**config.mk**
```make
export PLATFORM = sky130hd
export DESIGN_NAME = spread_ctrl_2_2
export DESIGN_NICKNAME = d
export VERILOG_FILES = /design/src/rtl/spread_ctrl_2_2.sv
export SDC_FILE = /design/constraint.sdc
export NUM_CORES = 1
export LEC_CHECK = 0
export BUFFER_PORTS_ARGS = -buffer_cell sky130_fd_sc_hd__buf_2
export CELL_PAD_IN_SITES_DETAIL_PLACEMENT = 0
export CELL_PAD_IN_SITES_GLOBAL_PLACEMENT = 2
export CORE_ASPECT_RATIO = 0.5
export CORE_UTILIZATION = 40
export DETAILED_ROUTE_END_ITERATION = 8
export GPL_TIMING_DRIVEN = 0
export PLACE_DENSITY_LB_ADDON = 0.2
export SLEW_MARGIN = 20
export SYNTH_ARGS = -nofsm -noshare
export SYNTH_HDL_FRONTEND = slang
export SYNTH_SLANG_ARGS = --single-unit
```
**constraint.sdc**
```tcl
create_clock -name clk -period 4.57 [get_ports clk]
set_clock_uncertainty 0.15 [all_clocks]
set_input_delay 0.457 -clock clk [delete_from_list [all_inputs] [get_ports clk]]
set_output_delay 0.457 -clock clk [all_outputs]
set_load 0.02 [all_outputs]
```
**src/rtl/spread_ctrl_2_2.sv**
```systemverilog
// spread_ctrl_2_2: gathers narrow slot beats from one or two ports into
// a 4-slot wide word, filling slots in bit-reversed state order.
module spread_ctrl_2_2 #(
    parameter int SLOT_W = 32,
    parameter int NSLOT  = 4
) (
    input  logic                      clk,
    input  logic                      reset_n,
    input  logic                      t_0_req,
    output logic                      t_0_ack,
    input  logic [SLOT_W-1:0]         t_0_data,
    input  logic                      t_1_req,
    output logic                      t_1_ack,
    input  logic [SLOT_W-1:0]         t_1_data,
    input  logic                      t_cfg_req,
    output logic                      t_cfg_ack,
    input  logic [7:0]                cfg_mode,
    output logic                      o_req,
    input  logic                      o_ack,
    output logic [NSLOT*SLOT_W-1:0]   o_data,
    output logic [1:0]                sel,
    output logic                      busy
);

    localparam int WW = NSLOT * SLOT_W;

    logic [1:0]    state_q, state_d;
    logic [1:0]    reduct_q, reduct_d;
    logic [WW-1:0] acc_q, acc_d;
    logic [WW-1:0] o_data_q, o_data_d;
    logic          o_req_q, o_req_d;

    logic [1:0]    state_nxt;
    logic [1:0]    state_p1;
    logic [1:0]    slot0;
    logic [1:0]    slot1;
    logic          is_r2;
    logic          last;
    logic          room;
    logic          progress;
    logic          cfg_fire;
    logic [WW-1:0] merged;
    logic          unused_cfg;

    // Only the reduct field of the mode byte is meaningful.
    assign unused_cfg = ^cfg_mode[7:2];

    // Slot addressing and flow-control terms.
    assign state_nxt = state_q + reduct_q;
    assign state_p1  = state_q + 2'd1;
    assign slot0     = {state_q[0], state_q[1]};
    assign slot1     = {state_p1[0], state_p1[1]};
    assign is_r2     = (reduct_q == 2'd2);
    assign last      = (state_nxt == 2'd0);
    assign room      = ~last | ~o_req_q | o_ack;
    assign cfg_fire  = t_cfg_req & t_cfg_ack;

    // Beat acceptance depends on the active reduct.
    always_comb begin
        progress = 1'b0;
        unique case (reduct_q)
            2'd1:    progress = t_0_req & room;
            2'd2:    progress = t_0_req & t_1_req & room;
            default: progress = 1'b0;
        endcase
    end

    // Accumulator with this beat's slot(s) overlaid.
    always_comb begin
        merged = acc_q;
        merged[int'(slot0)*SLOT_W +: SLOT_W] = t_0_data;
        if (is_r2) begin
            merged[int'(slot1)*SLOT_W +: SLOT_W] = t_1_data;
        end
    end

    // State register.
    always_ff @(posedge clk or negedge reset_n) begin
        if (!reset_n) begin
            state_q  <= 2'd0;
            reduct_q <= 2'd0;
            acc_q    <= '0;
            o_data_q <= '0;
            o_req_q  <= 1'b0;
        end else begin
            state_q  <= state_d;
            reduct_q <= reduct_d;
            acc_q    <= acc_d;
            o_data_q <= o_data_d;
            o_req_q  <= o_req_d;
        end
    end

    // Next-state: advance on progress, emit the word on its last beat.
    always_comb begin
        state_d  = state_q;
        reduct_d = reduct_q;
        acc_d    = acc_q;
        o_data_d = o_data_q;
        o_req_d  = o_req_q;
        if (o_req_q && o_ack) begin
            o_req_d = 1'b0;
        end
        if (progress) begin
            state_d = state_nxt;
            if (last) begin
                o_data_d = merged;
                o_req_d  = 1'b1;
                acc_d    = '0;
            end else begin
                acc_d = merged;
            end
        end
        if (cfg_fire) begin
            reduct_d = cfg_mode[1:0];
        end
    end

    // Outputs.
    always_comb begin
        t_0_ack   = progress;
        t_1_ack   = progress & is_r2;
        t_cfg_ack = (state_q == 2'd0);
        o_req     = o_req_q;
        o_data    = o_data_q;
        sel       = slot0;
        busy      = (state_q != 2'd0) | o_req_q;
    end

endmodule

```
=== After elaboration in Yosys (flattened, before gate mapping) ===
Cells that the tools add are included.

* Flip-flop bits (word level): 261
* Latch bits: 0
* Bits in writable memories: 0
* Memory bits (read-only): 0
* Input port bits: 78
* Output and inout port bits: 135
* Logic and storage cells: 38
* Memories: 0

* $add $sub $neg: 4
* Multiply operators: 0
* Divide/modulo/power cells: 0
* $lt $le $gt $ge: 0
* Equality and inequality tests: 2
* Shift-type cells: 4
* Multiplexer cells: 8
* Bitwise operators: 10
* Reductions and logical operators: 5

{| class="wikitable"
|+ Operator list
! kind !! number
|-
| $bwmux W128 || 2
|-
| $mux W128 || 2
|-
| $shift A32 B33 Y128 const A || 2
|-
| $shiftx A32 B33 Y128 || 2
|-
| $neg A7 Y33 || 2
|-
| $and A1 B1 Y1 || 5
|-
| $logic_not A2 Y1 || 2
|-
| $mux W1 || 3
|-
| $or A1 B1 Y1 || 3
|-
| $add A2 B1 Y2 const B || 1
|-
| $add A2 B2 Y2 || 1
|-
| $eq A2 B1 Y1 const B || 1
|-
| $eq A2 B2 Y1 const B || 1
|-
| $not A1 Y1 || 2
|-
| $pmux W1 S2 || 1
|-
| $reduce_and A2 Y1 || 1
|-
| $reduce_bool A2 Y1 || 1
|-
| $logic_and A1 B1 Y1 || 1
|}

=== Logic depth before layout (Yosys ltp) ===
* Depth in word-level cells: 8
* Depth in mapped cells: 9
* Mapped depth without buffers: 6

=== Worst setup path before layout ===
No wires, ideal clock.

* Kind: reg2out
* Start: reg state_q[1]
* End: out t_1_ack
* Arrival: 2,038 ps
* Data required time: 3,963 ps
* Setup slack: 1,925 ps
* Stages on the path, launching flop included: 7
* Buffers on the path: 2
* Cell sequence: dfrtp_1 > buf_2 > xor3_1 > o311ai_2 > buf_2 > inv_1 > and2_1

* Cells in the longest elaborated chain, start to end: 8
* Elaborated cells between the ends (all ways): 9
* Those cells by class: add/sub (1); mux (1); bitwise (6); reduce/logical (1)

{| class="wikitable"
|+ RTL lines
! what !! line !! RTL
|-
| from (decl) || 27 || <nowiki>logic [1:0] state_q, state_d;</nowiki>
|-
| from (signal assigned) || 86 || <nowiki>state_q <= state_d;</nowiki>
|-
| $add A2 B2 Y2 (*) || 49 || <nowiki>assign state_nxt = state_q + reduct_q;</nowiki>
|-
| $logic_not A2 Y1 (*) || 54 || <nowiki>assign last = (state_nxt == 2'd0);</nowiki>
|-
| $not A1 Y1 (*) || 55 || <nowiki>assign room = ~last | ~o_req_q | o_ack;</nowiki>
|-
| $or A1 B1 Y1 (*) (2 in series) || 55 ||
|-
| $and A1 B1 Y1 (on tied branches) || 63, 62 ||
|-
| $pmux W1 S2 (*) || 61 || <nowiki>unique case (reduct_q)</nowiki>
|-
| net t_0_ack || 10 || <nowiki>output logic t_0_ack,</nowiki>
|-
| $and A1 B1 Y1 (*) || 122 || <nowiki>t_1_ack = progress & is_r2;</nowiki>
|-
| to (decl) || 13 || <nowiki>output logic t_1_ack,</nowiki>
|}

The timed path passes the listed nets; every way through them passes the cells marked *.

=== Worst setup path after layout ===
* Start: reg state_q[1]
* End: out t_1_ack

* Cells in the longest elaborated chain, start to end: 8
* Elaborated cells between the ends (all ways): 9
* Those cells by class: add/sub (1); mux (1); bitwise (6); reduce/logical (1)

{| class="wikitable"
|+ RTL lines
! what !! line
|-
| $add A2 B2 Y2 (*) || 49
|-
| $logic_not A2 Y1 (*) || 54
|-
| $not A1 Y1 (*) || 55
|-
| $or A1 B1 Y1 (*) (2 in series) || 55
|-
| $and A1 B1 Y1 (on tied branches) || 63, 62
|-
| $pmux W1 S2 (*) || 61
|-
| $and A1 B1 Y1 (*) || 122
|}

Mark *: on every way between the ends. The rest lies on a longest branch, timed or not.

==> results.txt <==
The flow ran to the end, and the final reports show no timing, DRC or antenna violations. The max-capacitance violation count is 0. The flop-to-flop setup slack came out at between 1 and 1.5 ns. In this run the critical register-to-register path is launched from state_q[1]$_DFFE_PN0N_.

The most used flip-flop cell after synthesis is dfrtp_1. The weighted congestion reported at the end of routability-driven placement came out at around 0.86. Before CTS, the worst setup slack after placement is roughly 1.4 ns. The overall die area is ~0.031 mm². The initial antenna violation count is 2. The final HPWL from detailed placement is roughly 27000 µm.

Hold repair after CTS inserted 3 buffers. Clock tree synthesis selected as its root buffer the cell clkbuf_16. The initial standard-cell utilization of the core is 41.3%. The required time of the critical path came out at slightly below 4 ns. The clock latency of the later-clocked register in the worst-skew pair is 0.55 ns. The total leakage power came out at 7.65 nW.

The total power divided by cell area came out at about 750 mW/mm². Data on the critical path arrives at its endpoint at about 2.8 ns. The CTS tree is built.

The maximum fanout encountered on the critical timing path came out at 10. The class of the tightest hold or removal check is in2reg. The post-cts resize count came out at 0.

The vertical die dimension came out at 125 µm. The transition time of the tightest slew-check pin came out at 0.880 ns. The worst hold path begins at t_0_data[17].

The worst max-slew margin expressed relative to the limit came out at roughly two fifths. After synthesis, the share of flip-flops with an asynchronous set or reset is 100%. For this run, the number of Yosys warnings is 0. The share of the clock period used by the worst path came out at between 70% and 80%.

Global routing consumed, on the met3 layer, under 10% of the routing resources. For this run, global-route usage on met2 was measured as approximately 38%. The instance area at placement is 0.0137 mm². The number of endpoints with negative hold slack in the final report is 0. In this run the critical register-to-register path is captured at acc_q[122]$_DFFE_PN0N_.

The largest individual stage delay along the critical path comes from the cell xor3_1. The peak ir drop on the vdd network is 0.319 mV. After synthesis, the cell types taking the most area are dfrtp_1 54%, mux2_4 5.4%, mux2i_1 5.4%. The first detailed-routing pass ran for 7 iterations. The synthesized design spends more area on one cell type than any other, namely dfrtp_1. The number of slew-limit violations in the final report came out at 0. The synthesized instance count came out at ~1000. Setup repair after global routing left no endpoint under its margin. Global routing consumed, on the met1 layer, roughly 38% of the routing resources. After detailed routing, the number of vias per cell comes to between 5 and 6.

The final global-route overflow total is 0. After detailed routing, the average wire length per cell comes to 23.3 µm. The buffer count from post-CTS setup fixing came out at 0.

Summed over all layers, the routed wires come to roughly 39000 µm. The remaining antenna violation count is 0. The buffer depth of the longest clock path is 3.

The final standard cell area without fillers is between 0.01 and 0.015 mm². Summing internal, switching and leakage power gives 10.9 mW. The DRC violation count after routing is 0.

The netlist area before placement came out at 0.0121 mm². The first-pass GRT wire length came out at between 50000 and 60000 µm. The DRC violation total after the first TritonRoute iteration came out at around 900.

The total global routing track utilization is about a quarter. The startpoint of the most critical setup path is state_q[1]$_DFFE_PN0N_. The area of the core region is approximately 0.029 mm². The x dimension of the die came out at about 250 µm. The proportion of netlist area held by the largest area contributor came out at around 54%.

The number of standard-cell rows in the floorplan came out at 44. The total number of vias is roughly 9400. The area added between synthesis and finish is 20.4%. The post-synthesis sequential area ratio came out at 53.8%.

Cells with a size suffix above 1 make up about 29% of the layout. The average instance in the mapped netlist occupies about 12 µm². The number of nets in the synthesized netlist is between 1000 and 1500. The number of input and output port buffers inserted came out at 206. The clock-pin transition on the worst setup and hold timing paths came out at 0.07 ns.

The critical path capture point is t_1_ack. The number of storage elements in the synthesis netlist is roughly 260. The synthesized design contains 0 enable-type register cells. The minimum period implied by the final worst setup slack came out at roughly 3.4 ns. After synthesis, the netlist uses 39 different library cells. In this run the most used layer during global routing was met2. The pin count of the biggest net entering global routing came out at 97.

The critical path in this run is classified as reg2out. Static timing analysis puts the maximum clock frequency at 0.290 GHz. The biggest cell delay along the critical path came out at approximately 0.5 ns. The worst setup path is captured at an output port. The signal on the critical path passes through buf_2 -> xor3_1 -> o311ai_2 -> buf_2 -> inv_1 -> and2_1 -> buf_2.

The number of H-tree levels came out at 1. The total clock buffers created by CTS came out at 25. Across all setup checks in the final design, the least slack found is 1.12 ns. The sink count of the clock tree is 261. The number of global-route vias before repair is approximately 9500. STA classifies the critical path startpoint as a flip-flop.

The final-stage net count came out at approximately 1300. The cell occurring most often along the worst timing path is buf_2. The depth of the worst register-to-register path came out at 8. The final count of negative-setup-slack endpoints came out at 0. The I/O pin count came out at between 200 and 250.
-- registers in the layout, summed over array words and instances (netlist names) --
signal and flops:
acc_q 128, o_data 128, reduct_q 2, state_q 2
o_req 1
-- routing by layer --
layer  vias up  wire length, µm
li1       4202                -
met1      4869            18400
met2       317            17400
met3        44             2300
met4         0              744
met5         -                0
-- cells by family (layout without fill, tap and decap cells) --
kind of cell | after synthesis | count (layout) | share of synthesized area [%]
other cells | 0 | 2 | 0
fa+ha+maj | 8 | 8 | 0.825
simple gates | 192 | 192 | 8.61
flops | 261 | 261 | 53.8
compound gates | 266 | 266 | 18.0
buf+inv | 153 | 410 | 5.64
xor+xnor | 2 | 2 | 0.268
mux | 131 | 131 | 12.8
-- power breakdown --
part	internal, mW	switching [mW]
clock	1.26	0.953
sequential	3.21	0.521
combinational	1.82	3.13
-- critical path: cells and delay by family (launching register included) --
kind	cells	cell delay, ns
AO/OA/AOI/OAI	1	0.34
AND/OR/NAND/NOR	1	0.19
flip-flops	1	0.44
buffers and inverters	4	0.83
XOR/XNOR	1	0.50
-- layout make-up --
class	instances	area (µm²)
tap	391	489
sequential	261	6530
clock inverter	13	150
antenna	2	5.00
fill	2705	14800
clock buffer	33	706
timing repair buffer	211	1130
multi-input combinational	599	4920
buffer	84	425
inverter	69	259
-- per-stage QoR --
stage	TNS, ns	utilization [%]	std cells	hold slack [ns]
floorplan	0	-	1013	0.0114
global placement	-515.81	46.4	1610	0.304
detailed placement	0	46.7	1612	0.312
CTS	0	49.7	1661	0.113
global route	0	49.7	1662	0.142
finish	0	49.7	1663	0.132
-- synth_stat cells, drive strengths merged (2+ instances only) --
library cell and n:
and2 98, and4b 2, buf 46, nand3 3
a21oi 4, o21ai 68, and4 2, nor4 2
a222oi 32, nand2 70, ha 8, inv 69
nor2 4, a221oi 32, a22o 63, nor4b 2
clkbuf 38, mux2 66, mux2i 65, nand2b 4
a221o 63, dfrtp 261
-- worst min-delay path by stage --
stage	depth (start not counted)	end
after floorplan	0	acc_q[0]$_DFFE_PN0N_
after global placement	2	acc_q[117]$_DFFE_PN0N_
after detailed placement	2	acc_q[118]$_DFFE_PN0N_
after CTS	3	reduct_q[1]$_DFFE_PN0P_
after global routing	3	reduct_q[1]$_DFFE_PN0P_
final	3	o_data[113]$_DFFE_PN0P_
-- cells in the final DEF, fill, tap and decap left out, types with 2 or more instances in the layout --
| cell type | n |
|---|---|
| o21ai_0 | 52 |
| mux2_4 | 44 |
| a221o_1 | 63 |
| nand2b_1 | 4 |
| nand2_1 | 70 |
| nor4b_2 | 2 |
| inv_1 | 69 |
| clkbuf_8 | 5 |
| a21oi_1 | 4 |
| a221oi_1 | 32 |
| buf_4 | 9 |
| clkinv_2 | 7 |
| o21ai_1 | 16 |
| buf_6 | 5 |
| dlygate4sd3_1 | 3 |
| clkbuf_1 | 41 |
| clkbuf_16 | 25 |
| a22o_1 | 63 |
| mux2_2 | 22 |
| bufinv_16 | 3 |
| dfrtp_1 | 261 |
| ha_1 | 8 |
| mux2i_1 | 65 |
| and2_1 | 98 |
| and4_1 | 2 |
| nor4_1 | 2 |
| a222oi_1 | 32 |
| diode_2 | 2 |
| buf_2 | 236 |
| buf_16 | 2 |
| nand3_1 | 3 |
| and4b_1 | 2 |
| nor2_1 | 3 |
Power figures use the tool's default switching activity.
